## src/rtl/c_st_rx_buffer_pkg.sv

```systemverilog
// Shared cSt types and receive-buffer defaults for the hierIncludeC subsystem.
// Latency: n/a (types and constants only).
// Backpressure: n/a.
//
// Contents: cSizeT / cSt beat types, buffer depth and stats counter width.
package c_st_rx_buffer_pkg;

    localparam int C_ANOTHER_SIZE = 10;

    typedef logic [C_ANOTHER_SIZE-1:0] cSizeT;

    typedef struct packed {
        cSizeT cAnother;
    } cSt;

    localparam int C_ST_W        = $bits(cSt);
    localparam int C_ST_RX_DEPTH = 4;
    localparam int C_ST_RX_CNT_W = 16;

endpackage

```

## src/rtl/c_st_fifo_mem.sv

```systemverilog
// DEPTH x cSt register array backing the cSt receive FIFO.
// Latency: write lands at the clock edge; read is combinational from rd_ptr.
// Backpressure: none; the owner decides when wr_en may fire.
//
// Ports: clk; wr_en/wr_ptr/wr_data write port; rd_ptr -> rd_data async read.
module c_st_fifo_mem
    import c_st_rx_buffer_pkg::*;
#(
    parameter int DEPTH = C_ST_RX_DEPTH,
    localparam int PTR_W = $clog2(DEPTH)
) (
    input  logic              clk,
    input  logic              wr_en,
    input  logic [PTR_W-1:0]  wr_ptr,
    input  logic [C_ST_W-1:0] wr_data,
    input  logic [PTR_W-1:0]  rd_ptr,
    output logic [C_ST_W-1:0] rd_data
);

    // Storage only; contents are meaningless until written, the owner's
    // occupancy tracking guarantees unwritten entries are never presented.
    cSt memArr [DEPTH];

    always_ff @(posedge clk) begin
        if (wr_en) begin
            memArr[wr_ptr] <= cSt'(wr_data);
        end
    end

    assign rd_data = memArr[rd_ptr];

endmodule

```

## src/rtl/c_st_rx_buffer.sv

```systemverilog
// Receive buffer for the cSt ready/valid channel: small pointer FIFO between producer and consumer.
// Latency: 1 cycle from accepted push to out_vld/out_data (cut-through when empty).
// Backpressure: cSt_rdy is registered from occupancy and flush; no combinational out_rdy->cSt_rdy path.
//
// Ports: clk, rst (sync, active-high); cSt_vld/cSt_data/cSt_rdy upstream; out_vld/out_data/out_rdy
// downstream; flush discards contents; occupancy = entries held; rx_count/rx_sum only when
// C_ST_RX_STATS_EN is defined (beats accepted, saturating sum of cAnother).
module c_st_rx_buffer
    import c_st_rx_buffer_pkg::*;
#(
    parameter int DEPTH = C_ST_RX_DEPTH
`ifdef C_ST_RX_STATS_EN
    ,
    parameter int CNT_W = C_ST_RX_CNT_W
`endif
) (
    input  logic                     clk,
    input  logic                     rst,
    input  logic                     cSt_vld,
    input  logic [C_ST_W-1:0]        cSt_data,
    output logic                     cSt_rdy,
    output logic                     out_vld,
    output logic [C_ST_W-1:0]        out_data,
    input  logic                     out_rdy,
    input  logic                     flush,
    output logic [$clog2(DEPTH):0]   occupancy
`ifdef C_ST_RX_STATS_EN
    ,
    output logic [CNT_W-1:0]         rx_count,
    output logic [CNT_W-1:0]         rx_sum
`endif
);

    localparam int PTR_W = $clog2(DEPTH);
    localparam int OCC_W = PTR_W + 1;
    localparam logic [OCC_W-1:0] FULL_OCC = OCC_W'(DEPTH);

    logic [PTR_W-1:0]  wrPtr;
    logic [PTR_W-1:0]  rdPtr;
    logic [OCC_W-1:0]  occReg;
    logic [OCC_W-1:0]  occNext;
    logic              rdyReg;
    logic              pushEn;
    logic              popEn;
    logic              wrEn;
    logic [C_ST_W-1:0] rdData;

    assign pushEn = cSt_vld && rdyReg;
    assign popEn  = out_vld && out_rdy;
    // A push coinciding with flush is dropped, so it never reaches storage.
    assign wrEn   = pushEn && !flush && !rst;

    always_comb begin
        occNext = occReg;
        if (flush) begin
            occNext = '0;
        end else begin
            case ({pushEn, popEn})
                2'b10:   occNext = occReg + OCC_W'(1);
                2'b01:   occNext = occReg - OCC_W'(1);
                default: occNext = occReg;
            endcase
        end
    end

    always_ff @(posedge clk) begin
        if (rst) begin
            wrPtr  <= '0;
            rdPtr  <= '0;
            occReg <= '0;
            rdyReg <= 1'b0;
        end else begin
            occReg <= occNext;
            // Ready looks at next occupancy only, so a pop while full opens
            // the upstream port one cycle later rather than combinationally.
            rdyReg <= (occNext != FULL_OCC) && !flush;
            if (flush) begin
                wrPtr <= '0;
                rdPtr <= '0;
            end else begin
                // Pointers are exactly log2(DEPTH) bits and wrap naturally.
                if (pushEn) wrPtr <= wrPtr + PTR_W'(1);
                if (popEn)  rdPtr <= rdPtr + PTR_W'(1);
            end
        end
    end

    c_st_fifo_mem #(
        .DEPTH (DEPTH)
    ) uMem (
        .clk     (clk),
        .wr_en   (wrEn),
        .wr_ptr  (wrPtr),
        .wr_data (cSt_data),
        .rd_ptr  (rdPtr),
        .rd_data (rdData)
    );

    assign cSt_rdy   = rdyReg;
    assign occupancy = occReg;
    assign out_vld   = (occReg != '0);
    // Masked so the idle output reads as zero instead of stale storage.
    assign out_data  = out_vld ? rdData : '0;

`ifdef C_ST_RX_STATS_EN
    logic [CNT_W:0] sumWide;

    assign sumWide = {1'b0, rx_sum} + (CNT_W+1)'(cSt_data);

    // Flush does not clear the statistics; only rst does.
    always_ff @(posedge clk) begin
        if (rst) begin
            rx_count <= '0;
            rx_sum   <= '0;
        end else if (pushEn && !flush) begin
            rx_count <= rx_count + CNT_W'(1);
            rx_sum   <= sumWide[CNT_W] ? '1 : sumWide[CNT_W-1:0];
        end
    end
`endif

endmodule

```

## config.mk

```make
export PLATFORM = sky130hd
export DESIGN_NAME = c_st_rx_buffer
export DESIGN_NICKNAME = d
export VERILOG_FILES = /design/src/rtl/c_st_rx_buffer_pkg.sv /design/src/rtl/c_st_fifo_mem.sv /design/src/rtl/c_st_rx_buffer.sv
export SDC_FILE = /design/constraint.sdc
export NUM_CORES = 1
export LEC_CHECK = 0
export CAP_MARGIN = 20
export CORE_ASPECT_RATIO = 0.7
export CORE_MARGIN = 3
export CORE_UTILIZATION = 53
export DETAILED_ROUTE_END_ITERATION = 10
export GPL_ROUTABILITY_DRIVEN = 0
export HOLD_SLACK_MARGIN = 0.06
export PLACE_DENSITY = 0.78
export SETUP_SLACK_MARGIN = 0.5
export SYNTH_ARGS = -nofsm -noshare
export SYNTH_HDL_FRONTEND = slang
export SYNTH_SLANG_ARGS = --single-unit
```

## constraint.sdc

```tcl
create_clock -name clk -period 2.4 [get_ports clk]
set_clock_uncertainty 0.15 [all_clocks]
set_input_delay 0.24 -clock clk [delete_from_list [all_inputs] [get_ports clk]]
set_output_delay 0.24 -clock clk [all_outputs]
set_load 0.02 [all_outputs]
```

Word-level counts from Yosys, hierarchy flattened --
Memory sizes are Yosys's and may differ from the RTL's. A register that Yosys moved wholly into a read port is not among the register bits. Cells that the tools add are included.
Word-level totals: flip-flop bits (word level) 8, bits in writable memories 40, bits of input ports 15, logic and storage cells 28, memories 1
Memories:
- uMem.memArr | depth 4, bits a word 10, read ports 1, clocked after Yosys merged registers in 1, write ports 1, RTL line c_st_fifo_mem.sv:22 | cSt memArr [DEPTH];
Operators by class: add/subtract/negate cells 4, equal/unequal tests 3, multiplexer cells 7, reductions and logical operators 9
Operators with widths (number):
- 10-bit two-way mux | 1
- 3-bit one-hot mux with 2 select lines | 1
- 1-bit logical AND | 5
- 2-bit by 1-bit adder with 2-bit output (second input constant) | 2
- 2-bit two-way mux | 2
- 3-bit by 1-bit adder with 3-bit output (second input constant) | 1
- 3-bit two-way mux | 1
- 3-bit inequality test (second input constant) | 1
- 3-bit nonzero test | 1
- 3-bit by 1-bit subtractor with 3-bit output (second input constant) | 1
- 2-bit by 1-bit == test with 1-bit output (second input constant) | 1
- 2-bit == test (second input constant) | 1
- 1-bit logical NOT | 2
- 1-bit two-way mux | 2
- 2-bit OR reduction | 1

Longest topological paths before layout --
Gate-level depths: netlist of run 1.
depth after elaboration 7, depth in mapped cells 8, mapped depth without buffers 7

Hierarchy --
A second synthesis of run 1 with hierarchy kept.
Unflattened totals: cells, all modules 105, area total of the unflattened synthesis 1909.3 um^2
By module, submodules not included:
- c_st_fifo_mem | times used 1, cells each 56, area an instance 1473.9 um^2
- c_st_rx_buffer | times used 1, cells each 49, area an instance 435.4 um^2

Worst setup path before layout of run 1 --
OpenSTA, ideal clock, no wires.
path type flip-flop to flip-flop, from reg rdyReg, in the netlist cSt_rdy, to reg occReg[2], in the netlist occupancy[2], setup time 0.070 ns, arrival time 2.009 ns, required time 2.180 ns, setup slack 0.171 ns, stages on the path, launching flop included 9, cells stage by stage dfxtp_1 > and2_1 > clkbuf_1 > inv_1 > ha_1 > fa_1 > xnor2_1 > or3_1 > a21oi_1
Between the ends: longest elaborated chain between the ends 4, elaborated cells between the ends (all ways) 5
RTL lines:
- from (decl) | RTL line c_st_rx_buffer.sv:42 | logic rdyReg;
- from (signal assigned) | RTL line c_st_rx_buffer.sv:76 | rdyReg <= (occNext != FULL_OCC) && !flush;
- 1-bit logical AND * | RTL line c_st_rx_buffer.sv:48 | assign pushEn = cSt_vld && rdyReg;
- 2-bit by 1-bit == test with 1-bit output or 2-bit == test (tied branches) | RTL line c_st_rx_buffer.sv:58 | case ({pushEn, popEn})
- 3-bit one-hot mux with 2 select lines * | RTL line c_st_rx_buffer.sv:58
- 3-bit two-way mux * | RTL line c_st_rx_buffer.sv:55 | if (flush) begin
- to (signal assigned) | RTL line c_st_rx_buffer.sv:73 | occReg <= occNext;
- to (decl) | RTL line c_st_rx_buffer.sv:40 | logic [OCC_W-1:0] occReg;
Every way passes the cells marked *; elsewhere a longest branch is shown, timed or not. A chain may end at the register's enable or synchronous reset.

Final worst setup path of run 1 --
from reg occReg[1], in the netlist occupancy[1], to reg occReg[2], in the netlist occupancy[2]
Between the ends: longest elaborated chain between the ends 5, elaborated cells between the ends (all ways) 8
RTL lines:
- 3-bit nonzero test * | RTL line c_st_rx_buffer.sv:101 | assign out_vld = (occReg != '0);
- 1-bit logical AND * | RTL line c_st_rx_buffer.sv:49 | assign popEn = out_vld && out_rdy;
- named net popEn | RTL line c_st_rx_buffer.sv:44 | logic popEn;
- 2-bit by 1-bit == test with 1-bit output or 2-bit == test (tied branches) | RTL line c_st_rx_buffer.sv:58
- 3-bit one-hot mux with 2 select lines * | RTL line c_st_rx_buffer.sv:58
- 3-bit two-way mux * | RTL line c_st_rx_buffer.sv:55
The timed path passes the listed nets; every way through them passes the cells marked *.

==> results.md, run 1 <==
* Class of the most critical setup path: reg -> reg
* Period utilisation layout at between 80% and 90%
* Asr flop ratio synth at 0%
* Top cell type's share of synthesized area at between 50% and 60%
* Count of placed standard cells in the final layout, fillers left out at roughly 220
* Sequential area share after synthesis at 69.4%
* Setup violation total in the final timing report at 0
* Clock edge transition at the registers on the reported setup and hold paths at roughly 0.09 ns
* Clock latency on the worst-skew pair at about 0.30 ns
* TritonRoute pass-1 iters at 4
* Via count of the first global-routing pass at 1,157
* Die footprint at ~0.0046 sq mm
* Sinks on the clock net at 50
* Worst path cell trace: nor3_4 > nor2b_2 > ha_4 > fa_2 > xnor2_2 > or3_1 > a21oi_2
* Die Ht at about 58 um
* Total via count after detailed routing at ~1,200
* Port-buffer cells at 29
* Final number of max-transition violations at 0
* Pin count of the biggest net entering global routing at 15
* Worst setup SP type: flop
* Leak pwr at between 0.9 and 1 nW
* Area growth, synth to finish at 32.2%
* Total of flip-flops plus latches after synthesis at 50
* Fillers at 229
* Root buffer cell: clkbuf_8
* Setup repair after global routing missed its margin: yes
* Horizontal extent of the die at about 80 um
* Required time of the critical path at 2.48 ns
* Path class of the lowest-slack min-delay path: reg -> reg
* Most used flip-flop cell after synthesis: edfxtp_1
* CTS H-Tree Depth at 2
* Mapped cell area at a little over 0.002 sq mm
* Total power per unit cell area at around 560 mW/mm^2
* Post-place instance area at 0.00245 sq mm
* CTS Buffer Depth at 2
* GRT overflow at 0
* Most common library cells after synthesis: 40 x edfxtp_1, 11 x nor2b_1, 10 x dfxtp_1, 10 x mux4_2
* Number of buffers created by CTS at 5
* Per-instance average area after synthesis at between 15 and 20 sq um
* Worst vdd rail ir drop at between 0.3 and 0.4 mV
* Leading cell types by total area after synthesis: edfxtp_1 59%, mux4_2 11%, dfxtp_1 9.9%
* Multi-input logic area at around 650 sq um
* Total I/O pin count at 30
* Routed len/inst at about 18 um
* Final design instance area without fill at ~0.0027 sq mm
* Initial antenna violation count at 0
* Slowest cell on the critical path: fa_2
* Endpoint class of the critical path: flop
* Final Total Pwr at roughly 1.5 mW
* Fraction of final layout cells sized beyond drive strength 1 at about 36%
* Placement Setup Slack at between 0.07 and 0.08 ns
* Sequential standard cell area at ~0.0014 sq mm
* First-pass GRT wire length at approximately 5.7 mm
* Delay of the slowest critical-path stage at approximately 0.37 ns
* Number of instances in the synthesized netlist at 120
* Core ar. at around 0.0036 sq mm
* Wirelength, routed at ~3.9 mm
* Cell type contributing the most total cell area after synthesis: edfxtp_1
* Final standard cell utilization of the core at 74.6%
* Antenna diode count at 0
* Most frequent cell after synthesis: edfxtp_1
* Highest net fanout along the worst path at 3
* Yosys synthesis warning count at 0
* Number of distinct library cell variants in the gate-level netlist after synthesis at 24
* Minimum setup slack in the final design at approximately 0.34 ns
* Result of the run: finished, final reports clean
* FP Rows at 18
* Vias/cell at 5.42
* Max transition margin at between 70% and 80%
* Final worst path period need at 2.06 ns
* DRC Markers at 0
* Cell count after placement at 204
* Max Cap Viol at 0
* TritonCTS clock tree: built
* Global router's overall resource usage at roughly 17%
* Initial Util at a little under three fifths
* Worst-margin pin slew at around 0.38 ns
* Net count of the mapped netlist at about 140
* Drt initial violations at 70
* Antenna viol nets, final at 0
* Hold violation count in the final report at 0
* Worst path arrival time at 2.14 ns
* Highest attainable clock frequency at ~500 MHz
* Worst hold slack at approximately 0.37 ns
* Number of enable-type register cells in the synthesized netlist at 40
* Detailed Place HPWL at approximately 2.5 mm
* Setup total negative slack at 0 ns
* Final nets at approximately 190
final timing paths:
path	start	end	slack, ns	cells past startpoint
hold reg to reg	rdPtr[1]	rdPtr[1]	0.37	2
hold / removal	rdPtr[1]	rdPtr[1]	0.37	2
setup / recovery	occupancy[1]	occupancy[2]	0.34	7
setup reg to reg	occupancy[1]	occupancy[2]	0.34	7
power breakdown:
group	total (mW)	switching, mW	internal [mW]	leakage, nW
Combinational	0.0985	0.0432	0.0553	0.468
Clock	0.458	0.257	0.201	0.0426
Sequential	0.939	0.00369	0.935	0.444
flip-flops by register name, indices dropped and copies added, names as in the netlist, named ones only:
name         count
cSt_rdy          1
occupancy        3
rdPtr            2
uMem.memArr     40
wrPtr            2
timing repair:
action	4_1_cts	5_1_grt
endpoints found under the setup margin	13	13
hold buffers	0	0
endpoints found under the hold margin	0	0
buffers inserted	5	3
gates resized for setup	54	19
pin swaps	5	3
cloned	0	1
cells by family after synthesis:
| kind of cell | after synthesis | synth area share, % |
|---|---|---|
| XOR/XNOR | 4 | 1.74 |
| AO/OA/AOI/OAI | 9 | 2.42 |
| AND/OR/NAND/NOR | 31 | 8.92 |
| flip-flops | 50 | 69.4 |
| multiplexers | 11 | 11.6 |
| buffers and inverters | 9 | 1.80 |
| adder cells (fa/ha/maj) | 6 | 4.09 |
worst max-delay path: cells and delay by family, from the launching register on:
kind | cells | cell delay (ns)
XOR/XNOR | 1 | 0.16
flip-flops | 1 | 0.36
adder cells (fa/ha/maj) | 2 | 0.54
AO/OA/AOI/OAI | 1 | 0.13
AND/OR/NAND/NOR | 3 | 0.64
layer usage:
layer	vias up	global-route usage (%)	wire, um
met4	0	6.51	67
met3	8	4.97	239
met1	598	22.8	1760
li1	550	-	-
met5	-	0	0
met2	42	27.6	1890
final cells by class:
type,count,share of cell area (%)
sequential,50,53.0
multi-input combinational,61,24.2
timing repair buffer,48,16.8
clock buffer,6,2.72
tap,50,2.34
inverter,4,0.562
clock inverter,2,0.328
layout by cell type (no fill, tap or decap), types with 2 or more instances in the layout:
master and n:
edfxtp_1 40, clkdlybuf4s50_1 18, buf_4 16, mux4_2 10
buf_6 7, nor2b_1 6, nor2_1 5, nand2_1 5
dfxtp_1 5, clkbuf_8 5, buf_2 5, inv_1 4
nor2b_4 4, and3_1 4, o21ai_0 4, ha_1 4
dfxtp_4 3, xnor2_1 2, or3_1 2, a21oi_1 2
dfxtp_2 2
No activity file was read; power rests on OpenSTA's default activity.
==> run 2: changes to the inputs <==
--- a/config.mk
+++ b/config.mk
@@ -8,12 +8,12 @@
 export CAP_MARGIN = 20
 export CORE_ASPECT_RATIO = 0.7
 export CORE_MARGIN = 3
-export CORE_UTILIZATION = 53
+export CORE_UTILIZATION = 30
 export DETAILED_ROUTE_END_ITERATION = 10
 export GPL_ROUTABILITY_DRIVEN = 0
 export HOLD_SLACK_MARGIN = 0.06
-export PLACE_DENSITY = 0.78
 export SETUP_SLACK_MARGIN = 0.5
 export SYNTH_ARGS = -nofsm -noshare
 export SYNTH_HDL_FRONTEND = slang
+export SYNTH_HIERARCHICAL = 1
 export SYNTH_SLANG_ARGS = --single-unit
==> run 2 against run 1 <==
Hold slack gained 0.068 ns. Sequential share of layout area down 0.43 points. Die area up 60%. Utilization fell by 31 points. Fmax down 5.3%. Combinational power is 12% lower. Critical path type unchanged. Largest power group unchanged.
==> results.md, run 2 <==
* Class of the most critical setup path: reg -> reg
* Routed len/inst at roughly 15 um
* Per-instance average area after synthesis at between 15 and 20 sq um
* Core ar. at about 0.0059 sq mm
* Worst Min Path Start: occupancy[0]
* Setup repair after global routing missed its margin: yes
* Count of placed standard cells in the final layout, fillers left out at between 200 and 250
* Final design instance area without fill at around 0.0026 sq mm
* Wirelength, routed at around 3.5 mm
* Total of flip-flops plus latches after synthesis at 48
* Number of buffers added to fix hold violations after cts at 0
* CTS H-Tree Depth at 2
* Result of the run: finished, final reports clean
* FP Rows at 23
* Worst hold slack at 0.437 ns
* Post-synthesis share of cell area spent on and, or, nand and nor gates at around a tenth
* Most common library cells after synthesis: 40 x edfxtp_1, 10 x and2_1, 10 x mux4_2, 10 x nor2_1, 8 x dfxtp_1
* Period utilisation layout at between 90% and 100%
* Mapped cell area at between 0.0015 and 0.002 sq mm
* Number of distinct library cell variants in the gate-level netlist after synthesis at 24
* Fraction of the mapped netlist area in adder cells at about 1.7%
* Fraction of the mapped netlist area in compound gates at less than 1%
* Worst-margin pin slew at about 0.23 ns
* Commonest non-fill, non-tap cells in the layout: 40 x edfxtp_1, 18 x clkdlybuf4s50_1, 16 x buf_6, 11 x and2_4, 11 x buf_4
* Worst vdd rail ir drop at ~0.24 mV
* Most frequent cell after synthesis: edfxtp_1
* First-pass GRT wire length at 5.66 mm
* Number of instances in the synthesized netlist at 105
* Pin count of the biggest net entering global routing at 14
* TritonRoute pass-1 iters at 4
* Detailed Place HPWL at ~2.4 mm
* Most used flip-flop cell after synthesis: edfxtp_1
* Horizontal extent of the die at between 100 and 150 um
* Slowest cell on the critical path: or3_4
* Leading cell types by total area after synthesis: edfxtp_1 63%, mux4_2 12%, dfxtp_1 8.4%
* Max FFs per register at 40
* Port-buffer cells at 29
* Placement Setup Slack at around 0.14 ns
* Total I/O pin count at 30
* Register with the most flip-flops: uMem/memArr
* Final number of max-transition violations at 0
* Antenna viol nets, final at 0
* Clock edge transition at the registers on the reported setup and hold paths at about 0.070 ns
* Total via count after detailed routing at slightly above 1,000
* TritonCTS clock tree: built
* Number of enable-type register cells in the synthesized netlist at 40
* Leading cell type in the layout, fill and taps excluded: edfxtp_1
* Buffers and inverters on the worst path at 0
* Clock latency on the worst-skew pair at 0.28 ns
* Initial Util at 32.2%
* Die Ht at ~73 um
* Total power per unit cell area at 545 mW/mm^2
* Setup slack, reg-to-reg at 0.23 ns
* Delay of the slowest critical-path stage at ~0.38 ns
* Cell count after placement at between 200 and 250
* End point of the worst hold path: occupancy[0]
* Hold Path Cell Cnt at 2
* Area growth, synth to finish at 36.6%
* Hold violation count in the final report at 0
* Global router's overall resource usage at 10.5%
* Post-place instance area at around 0.0024 sq mm
* Final nets at approximately 170
* Xor/xnor share of the synthesized area at under 10%
* Die footprint at 0.00737 sq mm
* DRC Markers at 0
* Final Total Pwr at 1.42 mW
* Antenna diode count at 0
* Worst setup SP type: flop
* Top cell family by delay on the critical path: simple AND/OR/NAND/NOR gates
* Launching point of the worst reg2reg path: occupancy[1]
* Yosys synthesis warning count at 6
* Worst path cell trace: or3_4 > and2_4 > ha_4 > fa_2 > xnor2_1 > nor2_1 > xnor2_1 > o21ba_2
* Endpoint class of the critical path: flop
* Fraction of final layout cells sized beyond drive strength 1 at ~43%
* Setup total negative slack at 0 ns
* Via count of the first global-routing pass at between 1,000 and 1,500
* CTS Buffer Depth at 2
* Number of buffers created by CTS at 5
* Max transition margin at 84.8%
* Net count of the mapped netlist at roughly 120
* GRT overflow at 0
* Setup violation total in the final timing report at 0
* Minimum setup slack in the final design at roughly 0.23 ns
* Asr flop ratio synth at 0%
* Multiplexer fraction of the synthesized cell area at between 10% and 20%
* Stages on the worst setup path at 8
* Final standard cell utilization of the core at about 44%
* Required time of the critical path at 2.43 ns
* Drt initial violations at 25
* Path class of the lowest-slack min-delay path: reg -> reg
* Worst path arrival time at about 2.2 ns
* Cell type contributing the most total cell area after synthesis: edfxtp_1
* Number of cells on the worst reg-to-reg path at 8
* Most frequent cell on the critical path: xnor2_1
* Highest attainable clock frequency at 460 MHz
* RR Endpoint: cSt_rdy
* Sequential area share after synthesis at between 70% and 80%
* Max Cap Viol at 0
* Root buffer cell: clkbuf_8
* Initial antenna violation count at 0
* Vias/cell at roughly 4.5
* Leak pwr at just over 0.9 nW
* Highest net fanout along the worst path at 2
* Largest family of logic cells by synthesized area: multiplexers
* Top cell type's share of synthesized area at a little over three fifths
* Sinks on the clock net at 48
* Final worst path period need at between 2 and 2.5 ns
run 2: changes by cell type after synthesis, sizes merged, moves of 2 or more:
cell   delta
a21oi     -2
and2     +10
and3      -3
and3b     +2
dfxtp     -2
ha        -4
inv       -4
nand2     -4
nand3     +2
nor2      +5
nor2b    -11
nor3b     +2
o21ai     -4
xor2      +3
run 2: kinds of logic after synthesis:
family | after synthesis
buf+inv | 4
fa+ha+maj | 2
compound gates | 2
simple gates | 31
flops | 48
xor+xnor | 7
mux | 11
run 2: tightest hold or removal path: stages (launching register included):
cell	delay, ns
dfxtp_2	0.36
xor2_1	0.14
nor2_1	0.05
run 2: how the worst max path moves through the flow:
stage                  from  endpoint  slack (ns)
2_1_floorplan  occupancy[1]   cSt_rdy        0.21
3_3_place_gp        cSt_vld   cSt_rdy        0.21
3_5_place_dp        cSt_vld   cSt_rdy        0.14
4_1_cts        occupancy[1]   cSt_rdy        0.21
5_1_grt        occupancy[1]   cSt_rdy        0.17
6_report       occupancy[1]   cSt_rdy        0.23
run 2: final cells by class:
class	count	area, sq um
tap	75	93.8
sequential	48	1370
timing repair buffer	48	488
multi-input combinational	53	576
fill	534	3320
clock buffer	7	76.3
clock inverter	1	3.75
run 2: power breakdown:
part / leakage [nW] / switching, mW / total (mW) / internal [mW]
Clock: 0.0399 / 0.228 / 0.430 / 0.203
Combinational: 0.439 / 0.0364 / 0.0871 / 0.0507
Sequential: 0.427 / 0.00330 / 0.905 / 0.902
run 2: routing by layer:
metal / GRT usage (%) / up-vias / part of all wire (%)
met5: 0 / - / 0
met4: 3.98 / 0 / 1.1
met3: 2.77 / 2 / 4.2
met2: 15.6 / 21 / 47
met1: 14.9 / 516 / 47
li1: - / 497 / -
run 2: timing repair:
item	in CTS	in global routing
pin swaps	5	2
resized for setup	51	34
setup endpoints to repair	14	24
buffers inserted	5	5
